$ cat src/rtl/pc_sequencer_if.sv
// Control/status bundle between the fetch-redirect logic and the PC sequencer.
interface pc_sequencer_if;
   logic        STALL;
   logic        BRANCH_TAKEN;
   logic [31:0] BRANCH_TARGET;
   logic        JUMP;
   logic        CALL;
   logic        RET;
   logic [31:0] JUMP_TARGET;
   logic [31:0] PC_OUT;
   logic [31:0] PC_PLUS4;
   logic        FETCH_VALID;
   logic        ALIGN_ERR;
   logic        RAS_EMPTY;
   logic        RAS_OVF;
   logic        RAS_UNF;

   modport master (
      output STALL, BRANCH_TAKEN, BRANCH_TARGET, JUMP, CALL, RET, JUMP_TARGET,
      input  PC_OUT, PC_PLUS4, FETCH_VALID, ALIGN_ERR, RAS_EMPTY, RAS_OVF, RAS_UNF
   );

   modport slave (
      input  STALL, BRANCH_TAKEN, BRANCH_TARGET, JUMP, CALL, RET, JUMP_TARGET,
      output PC_OUT, PC_PLUS4, FETCH_VALID, ALIGN_ERR, RAS_EMPTY, RAS_OVF, RAS_UNF
   );
endinterface

$ cat src/rtl/pc_sequencer.sv
// Program counter with prioritised next-PC selection and a circular
// return-address stack for call/return.
module pc_sequencer #(
   parameter logic [31:0] RESET_PC  = 32'h0000_0000,
   parameter int unsigned RAS_DEPTH = 4
) (
   input  logic            CLK,
   input  logic            RST_N,
   pc_sequencer_if.slave   bus
);

   localparam int unsigned PTR_W = $clog2(RAS_DEPTH);
   localparam int unsigned CNT_W = PTR_W + 1;

   typedef enum logic {BOOT, RUN} state_t;

   state_t            state_q, state_d;
   logic [31:0]       pc_q, pc_d;
   logic              fetch_valid_q, fetch_valid_d;
   logic              align_err_q, align_err_d;
   logic              ras_ovf_q, ras_ovf_d;
   logic              ras_unf_q, ras_unf_d;
   logic [PTR_W-1:0]  ras_top_q, ras_top_d;
   logic [CNT_W-1:0]  ras_cnt_q, ras_cnt_d;
   logic [31:0]       ras_mem_q [RAS_DEPTH];
   logic [31:0]       ras_mem_d [RAS_DEPTH];

   logic [31:0]       pc_plus4;
   logic [PTR_W-1:0]  push_ptr;

   assign pc_plus4 = pc_q + 32'd4;
   // Top points at the newest entry; a push when full lands on the oldest.
   assign push_ptr = ras_top_q + PTR_W'(1);

   // Next-state, next-PC and RAS update selection
   always_comb begin
      state_d       = state_q;
      pc_d          = pc_q;
      fetch_valid_d = fetch_valid_q;
      align_err_d   = 1'b0;
      ras_ovf_d     = ras_ovf_q;
      ras_unf_d     = ras_unf_q;
      ras_top_d     = ras_top_q;
      ras_cnt_d     = ras_cnt_q;
      ras_mem_d     = ras_mem_q;

      unique case (state_q)
         BOOT: begin
            state_d       = RUN;
            fetch_valid_d = 1'b1;
         end
         RUN: begin
            if (!bus.STALL) begin
               if (bus.RET) begin
                  if (ras_cnt_q != '0) begin
                     pc_d      = ras_mem_q[ras_top_q];
                     ras_top_d = ras_top_q - PTR_W'(1);
                     ras_cnt_d = ras_cnt_q - CNT_W'(1);
                  end else begin
                     ras_unf_d = 1'b1;
                     pc_d      = pc_plus4;
                  end
               end else if (bus.CALL) begin
                  ras_mem_d[push_ptr] = pc_plus4;
                  ras_top_d           = push_ptr;
                  if (ras_cnt_q == CNT_W'(RAS_DEPTH)) begin
                     ras_ovf_d = 1'b1;
                  end else begin
                     ras_cnt_d = ras_cnt_q + CNT_W'(1);
                  end
                  pc_d        = {bus.JUMP_TARGET[31:2], 2'b00};
                  align_err_d = |bus.JUMP_TARGET[1:0];
               end else if (bus.JUMP) begin
                  pc_d        = {bus.JUMP_TARGET[31:2], 2'b00};
                  align_err_d = |bus.JUMP_TARGET[1:0];
               end else if (bus.BRANCH_TAKEN) begin
                  pc_d        = {bus.BRANCH_TARGET[31:2], 2'b00};
                  align_err_d = |bus.BRANCH_TARGET[1:0];
               end else begin
                  pc_d = pc_plus4;
               end
            end
         end
         default: state_d = BOOT;
      endcase
   end

   // State, PC and RAS registers with asynchronous active-low reset
   always_ff @(posedge CLK or negedge RST_N) begin
      if (!RST_N) begin
         state_q       <= BOOT;
         pc_q          <= RESET_PC;
         fetch_valid_q <= 1'b0;
         align_err_q   <= 1'b0;
         ras_ovf_q     <= 1'b0;
         ras_unf_q     <= 1'b0;
         ras_top_q     <= '0;
         ras_cnt_q     <= '0;
         for (int unsigned i = 0; i < RAS_DEPTH; i++) begin
            ras_mem_q[i] <= '0;
         end
      end else begin
         state_q       <= state_d;
         pc_q          <= pc_d;
         fetch_valid_q <= fetch_valid_d;
         align_err_q   <= align_err_d;
         ras_ovf_q     <= ras_ovf_d;
         ras_unf_q     <= ras_unf_d;
         ras_top_q     <= ras_top_d;
         ras_cnt_q     <= ras_cnt_d;
         ras_mem_q     <= ras_mem_d;
      end
   end

   assign bus.PC_OUT      = pc_q;
   assign bus.PC_PLUS4    = pc_plus4;
   assign bus.FETCH_VALID = fetch_valid_q;
   assign bus.ALIGN_ERR   = align_err_q;
   assign bus.RAS_EMPTY   = (ras_cnt_q == '0);
   assign bus.RAS_OVF     = ras_ovf_q;
   assign bus.RAS_UNF     = ras_unf_q;

endmodule

$ cat src/flat_wrapper.sv
// flat-port wrapper written by rule: the top's interface ports become plain ports
module pc_sequencer_flat 
#(
   parameter logic [31:0] RESET_PC  = 32'h0000_0000,
   parameter int unsigned RAS_DEPTH = 4
)
  (CLK, RST_N, bus_STALL, bus_BRANCH_TAKEN, bus_BRANCH_TARGET, bus_JUMP, bus_CALL, bus_RET, bus_JUMP_TARGET, bus_PC_OUT, bus_PC_PLUS4, bus_FETCH_VALID, bus_ALIGN_ERR, bus_RAS_EMPTY, bus_RAS_OVF, bus_RAS_UNF);
  pc_sequencer_if bus_i ();
  input  logic CLK;
  input  logic RST_N;
  input wire logic [$bits(bus_i.STALL)-1:0] bus_STALL;
  input wire logic [$bits(bus_i.BRANCH_TAKEN)-1:0] bus_BRANCH_TAKEN;
  input wire logic [$bits(bus_i.BRANCH_TARGET)-1:0] bus_BRANCH_TARGET;
  input wire logic [$bits(bus_i.JUMP)-1:0] bus_JUMP;
  input wire logic [$bits(bus_i.CALL)-1:0] bus_CALL;
  input wire logic [$bits(bus_i.RET)-1:0] bus_RET;
  input wire logic [$bits(bus_i.JUMP_TARGET)-1:0] bus_JUMP_TARGET;
  output wire logic [$bits(bus_i.PC_OUT)-1:0] bus_PC_OUT;
  output wire logic [$bits(bus_i.PC_PLUS4)-1:0] bus_PC_PLUS4;
  output wire logic [$bits(bus_i.FETCH_VALID)-1:0] bus_FETCH_VALID;
  output wire logic [$bits(bus_i.ALIGN_ERR)-1:0] bus_ALIGN_ERR;
  output wire logic [$bits(bus_i.RAS_EMPTY)-1:0] bus_RAS_EMPTY;
  output wire logic [$bits(bus_i.RAS_OVF)-1:0] bus_RAS_OVF;
  output wire logic [$bits(bus_i.RAS_UNF)-1:0] bus_RAS_UNF;
  assign bus_i.STALL = bus_STALL;
  assign bus_i.BRANCH_TAKEN = bus_BRANCH_TAKEN;
  assign bus_i.BRANCH_TARGET = bus_BRANCH_TARGET;
  assign bus_i.JUMP = bus_JUMP;
  assign bus_i.CALL = bus_CALL;
  assign bus_i.RET = bus_RET;
  assign bus_i.JUMP_TARGET = bus_JUMP_TARGET;
  assign bus_PC_OUT = bus_i.PC_OUT;
  assign bus_PC_PLUS4 = bus_i.PC_PLUS4;
  assign bus_FETCH_VALID = bus_i.FETCH_VALID;
  assign bus_ALIGN_ERR = bus_i.ALIGN_ERR;
  assign bus_RAS_EMPTY = bus_i.RAS_EMPTY;
  assign bus_RAS_OVF = bus_i.RAS_OVF;
  assign bus_RAS_UNF = bus_i.RAS_UNF;
  pc_sequencer #(.RESET_PC(RESET_PC), .RAS_DEPTH(RAS_DEPTH)) u_core (.CLK(CLK), .RST_N(RST_N), .bus(bus_i));
endmodule
$ cat config.mk
export PLATFORM = sky130hd
export DESIGN_NAME = pc_sequencer_flat
export DESIGN_NICKNAME = d
export VERILOG_FILES = /design/src/rtl/pc_sequencer_if.sv /design/src/rtl/pc_sequencer.sv /design/src/flat_wrapper.sv
export SDC_FILE = /design/constraint.sdc
export NUM_CORES = 1
export LEC_CHECK = 0
export ABC_AREA = 1
export CAP_MARGIN = 20
export CORE_MARGIN = 2
export CORE_UTILIZATION = 40
export CTS_CLUSTER_DIAMETER = 40
export CTS_CLUSTER_SIZE = 16
export DETAILED_ROUTE_END_ITERATION = 12
export PLACE_DENSITY = 0.62
export SLEW_MARGIN = 20
export SYNTH_ARGS = -nofsm -noshare
export SYNTH_HDL_FRONTEND = slang
export SYNTH_SLANG_ARGS = --single-unit
$ cat constraint.sdc
create_clock -name CLK -period 2.25 [get_ports CLK]
set_input_delay 0.45 -clock CLK [delete_from_list [all_inputs] [get_ports CLK]]
set_output_delay 0.45 -clock CLK [all_outputs]
set_load 0.1 [all_outputs]
==> metrics.txt <==
# TYPE chip_impl_metric gauge
chip_impl_info{name="outcome",value="finished, violations left"} 1
chip_impl_info{name="worstHoldPathType",value="flip-flop to flip-flop"} 1
chip_impl_metric{name="post-route-worst-setup-slack",unit="ns"} -0.318
chip_impl_info{name="tritoncts",value="done"} 1
chip_impl_metric{name="route.detailed.vias_per_inst",unit=""} 5.20
chip_impl_metric{name="synthCells",unit=""} 1259
chip_impl_metric{name="drt-initial-drc-count",unit=""} 860
chip_impl_metric{name="power.density_cell_area",unit="mW/mm²"} 1480
chip_impl_metric{name="final-hold-violation-count",unit=""} 0
chip_impl_metric{name="ys.warnings.count",unit=""} 0
chip_impl_metric{name="worst_skew_pair_latency",unit="ns"} 0.43
chip_impl_metric{name="finalSetupViolCount",unit=""} 24
chip_impl_info{name="synth_common_cells",value="402 x nand2_1, 201 x o21ai_0, 170 x dfrtp_1"} 1
chip_impl_metric{name="dieArea",unit="mm²"} 0.0245
chip_impl_metric{name="synth_top_area_share",unit=""} 0.457
chip_impl_metric{name="wl_met2",unit="µm"} 13700
chip_impl_metric{name="numPortBuffers",unit=""} 139
chip_impl_metric{name="post-route-drc-count",unit=""} 0
chip_impl_metric{name="drt_pass_1_iters",unit=""} 5
chip_impl_info{name="failed_checks",value="setup timing"} 1
chip_impl_metric{name="worst-path-max-fanout",unit=""} 5
chip_impl_metric{name="grt_antenna_before_repair",unit=""} 0
chip_impl_metric{name="routed-via-count",unit=""} 9229
chip_impl_metric{name="antenna_cells_inserted",unit=""} 0
chip_impl_metric{name="ff2ff_path_depth",unit=""} 11
chip_impl_metric{name="grtUsageTotal",unit=""} 0.256
chip_impl_info{name="unrepaired_setup_endpoints_after_global_routing",value="true"} 1
chip_impl_metric{name="cp_data_arrival_time",unit="ns"} 2.12
chip_impl_metric{name="first_pass_grt_wire_length",unit="µm"} 48100
chip_impl_metric{name="syn-mean-instance-area",unit="µm²"} 7.40
chip_impl_metric{name="avgRoutedWirePerCell",unit="µm"} 17.7
chip_impl_info{name="synthMostInstantiatedCell",value="nand2_1"} 1
chip_impl_metric{name="htree_num_levels",unit=""} 4
chip_impl_metric{name="worstHoldPathCells",unit=""} 1
chip_impl_metric{name="power.static_leakage",unit="nW"} 6.12
chip_impl_metric{name="timing.fmax",unit="MHz"} 389
chip_impl_metric{name="clkTransAtPathRegs",unit="ns"} 0.07
chip_impl_metric{name="finish.utilization",unit=""} 0.580
chip_impl_metric{name="synth_sequential_area_ratio",unit=""} 0.457
chip_impl_metric{name="synth-edff-count",unit=""} 0
chip_impl_metric{name="ys_seq_elements",unit=""} 170
chip_impl_info{name="dominant_cell_type_by_area_after_synthesis",value="dfrtp_1"} 1
chip_impl_metric{name="final_max_slew_viol_count",unit=""} 0
chip_impl_metric{name="post_synth_num_cell_types",unit=""} 48
chip_impl_metric{name="gpl.final_weighted_congestion",unit=""} 0.881
chip_impl_metric{name="critical_path_depth",unit=""} 8
chip_impl_metric{name="cp_num_buf_inv",unit=""} 2
chip_impl_metric{name="cts_sinks",unit=""} 170
chip_impl_metric{name="fin_worst_hold_slack",unit="ns"} 0.467
chip_impl_metric{name="synthArstFlopShare",unit=""} 1.00
chip_impl_info{name="crit_family",value="simple AND/OR/NAND/NOR gates"} 1
chip_impl_metric{name="max-cap-violations",unit=""} 0
chip_impl_metric{name="overflow",unit=""} 0
chip_impl_metric{name="grt_max_degree",unit=""} 50
chip_impl_metric{name="wl_met3",unit="µm"} 2410
chip_impl_metric{name="critical-path-max-stage-delay",unit="ns"} 0.44
chip_impl_metric{name="routed_wirelength",unit="µm"} 31400
chip_impl_info{name="root_buffer",value="clkbuf_16"} 1
chip_impl_metric{name="worst-endpoint-required",unit="ns"} 1.80
chip_impl_metric{name="finalSetupTns",unit="ns"} -4.87
chip_impl_info{name="synth_flop_cell",value="dfrtp_1"} 1
chip_impl_info{name="crit_path_top_delay_cell",value="dfrtp_4"} 1
chip_impl_metric{name="report.power.total",unit="mW"} 19.5
chip_impl_metric{name="ant_nets",unit=""} 0
chip_impl_metric{name="clock-skew-final",unit="ns"} 0.0114
chip_impl_metric{name="finalWorstPathRequiredPeriod",unit="ns"} 2.57
chip_impl_metric{name="detailedPlacementHpwl",unit="µm"} 22000
chip_impl_metric{name="initial_core_util",unit=""} 0.409
chip_impl_metric{name="floorplan.io_pins",unit=""} 140
chip_impl_metric{name="fp.dieH",unit="µm"} 157
chip_impl_info{name="worst_setup_path_start_kind",value="flip-flop"} 1
chip_impl_info{name="top_layer",value="met4"} 1
chip_impl_metric{name="row_count",unit=""} 55
chip_impl_metric{name="ratio_of_cells_with_drive_above_1_in_the_final_layout",unit=""} 0.244
chip_impl_metric{name="die_width",unit="µm"} 157
chip_impl_metric{name="routedLengthMet1",unit="µm"} 14900
chip_impl_info{name="worst_setup_path_end_kind",value="primary output"} 1
chip_impl_metric{name="clk_path_buf_depth",unit=""} 2
chip_impl_info{name="critical_path_type",value="flip-flop to primary output"} 1
chip_impl_metric{name="core_area",unit="mm²"} 0.0228
chip_impl_metric{name="layout_worst_path_cycle_share",unit=""} 1.14
chip_impl_metric{name="first_global_vias",unit=""} 8414
chip_impl_info{name="synth_area_leaders",value="dfrtp_1 46%, nand2_1 16%, o21ai_0 11%"} 1
chip_impl_metric{name="layout.nets",unit=""} 1526
chip_impl_metric{name="syn_nets",unit=""} 1336
chip_impl_metric{name="synthesis.area",unit="mm²"} 0.00931
chip_impl_metric{name="power.ir.vdd_worst",unit="mV"} 0.859
chip_impl_metric{name="tritoncts.num_buffers",unit=""} 17
chip_impl_metric{name="areaGrowthSynthToFinish",unit="%"} 41.8
chip_impl_info{name="timing.critical_path.cells",value="ha_4 -> nand3_4 -> nor2_4 -> nand2_4 -> nor2_4 -> buf_12 -> xor2_4 -> buf_12"} 1
cell families after synthesis:
group,count (synthesis),synth area share
other,1,0.000403
XOR/XNOR,17,0.0192
AND/OR/NAND/NOR,603,0.274
AO/OA/AOI/OAI,293,0.167
buffers and inverters,169,0.0739
adder cells (fa/ha/maj),6,0.00887
flip-flops,170,0.457
final timing paths:
kind	end	startpoint	slack, ns
worst max-delay path	bus_PC_PLUS4[12]	u_core.bus.PC_OUT[2]	-0.32
worst min-delay path	u_core.bus.FETCH_VALID	u_core.bus.FETCH_VALID	0.47
worst max register to register	u_core.bus.PC_OUT[8]	u_core.bus.PC_OUT[2]	0.13
worst min register to register	u_core.bus.FETCH_VALID	u_core.bus.FETCH_VALID	0.47
max in group asynchronous	u_core.bus.PC_OUT[20]	RST_N	1.05
min in group asynchronous	u_core.ras_mem_q[3]	RST_N	0.52
layout by cell type (no fill, tap or decap), types with 4 or more instances in the layout:
master | netlist | layout
inv_1 | 87 | 78
nand2_4 | 4 | 25
nor3_1 | 4 | 4
nand2_1 | 402 | 361
nor2_2 | 2 | 10
nor2_4 | 7 | 10
inv_6 | 0 | 6
buf_12 | 0 | 50
o21ai_0 | 201 | 194
buf_6 | 2 | 5
o211ai_1 | 9 | 9
a21oi_1 | 23 | 23
nand2_2 | 12 | 31
o22ai_1 | 15 | 15
dfrtp_1 | 170 | 141
inv_2 | 8 | 12
buf_4 | 6 | 118
nand3_1 | 59 | 51
xor2_1 | 12 | 7
o21ai_1 | 31 | 36
xor2_4 | 0 | 7
clkdlybuf4s50_1 | 0 | 69
ha_1 | 5 | 4
nor2_1 | 96 | 85
clkbuf_16 | 0 | 17
dfrtp_2 | 0 | 16
dfrtp_4 | 0 | 13
nand4_1 | 4 | 4
nand3_2 | 1 | 6
clkinvlp_4 | 0 | 5
power breakdown:
group	switching, mW	total [mW]	internal (mW)	leakage (nW)
registers	0.947	5.34	4.40	2.12
logic	7.55	11.1	3.56	3.70
clock network	1.33	3.06	1.73	0.295
area by class of cell:
type                    instances  area (µm²)
repair buffers                243        2640
multi-input cells             920        4850
well taps                     313         392
clock buffers                  20         457
inverters                      97         395
clock inverters                12         149
flip-flops and latches        170        4320
fillers                      2039        9570
registers in the layout (all words and copies together), names as in the netlist, 2 cells and up:
| name | flops |
|---|---|
| u_core.ras_top_q | 2 |
| u_core.ras_cnt_q | 3 |
| u_core.bus.PC_OUT | 32 |
| u_core.ras_mem_q | 128 |
per-stage QoR:
stage / setup slack, ns / cells / cell area [µm²]
global placement: -0.0208 / 1709 / 12000
finish: -0.318 / 1775 / 13200
CTS: -0.332 / 1759 / 12900
global route: -0.396 / 1775 / 13200
detailed placement: -0.0492 / 1709 / 12000
floorplan: -0.281 / 1259 / 9650
repair_timing:
item / 4_1_cts / 5_1_grt
buffers inserted: 17 / 19
resized for setup: 31 / 48
pin swaps: 22 / 26
endpoints found under the hold margin: 41 / 0
endpoints found under the setup margin: 25 / 26
hold buffers: 1 / 0
layer usage:
metal  vias to the layer above  global-route usage
met2                       357               0.377
met3                        34              0.0474
met1                      4403               0.389
li1                       4435                   -
met4                         0              0.0642
met5                         -                   0
(Power assumes the default switching activity.)
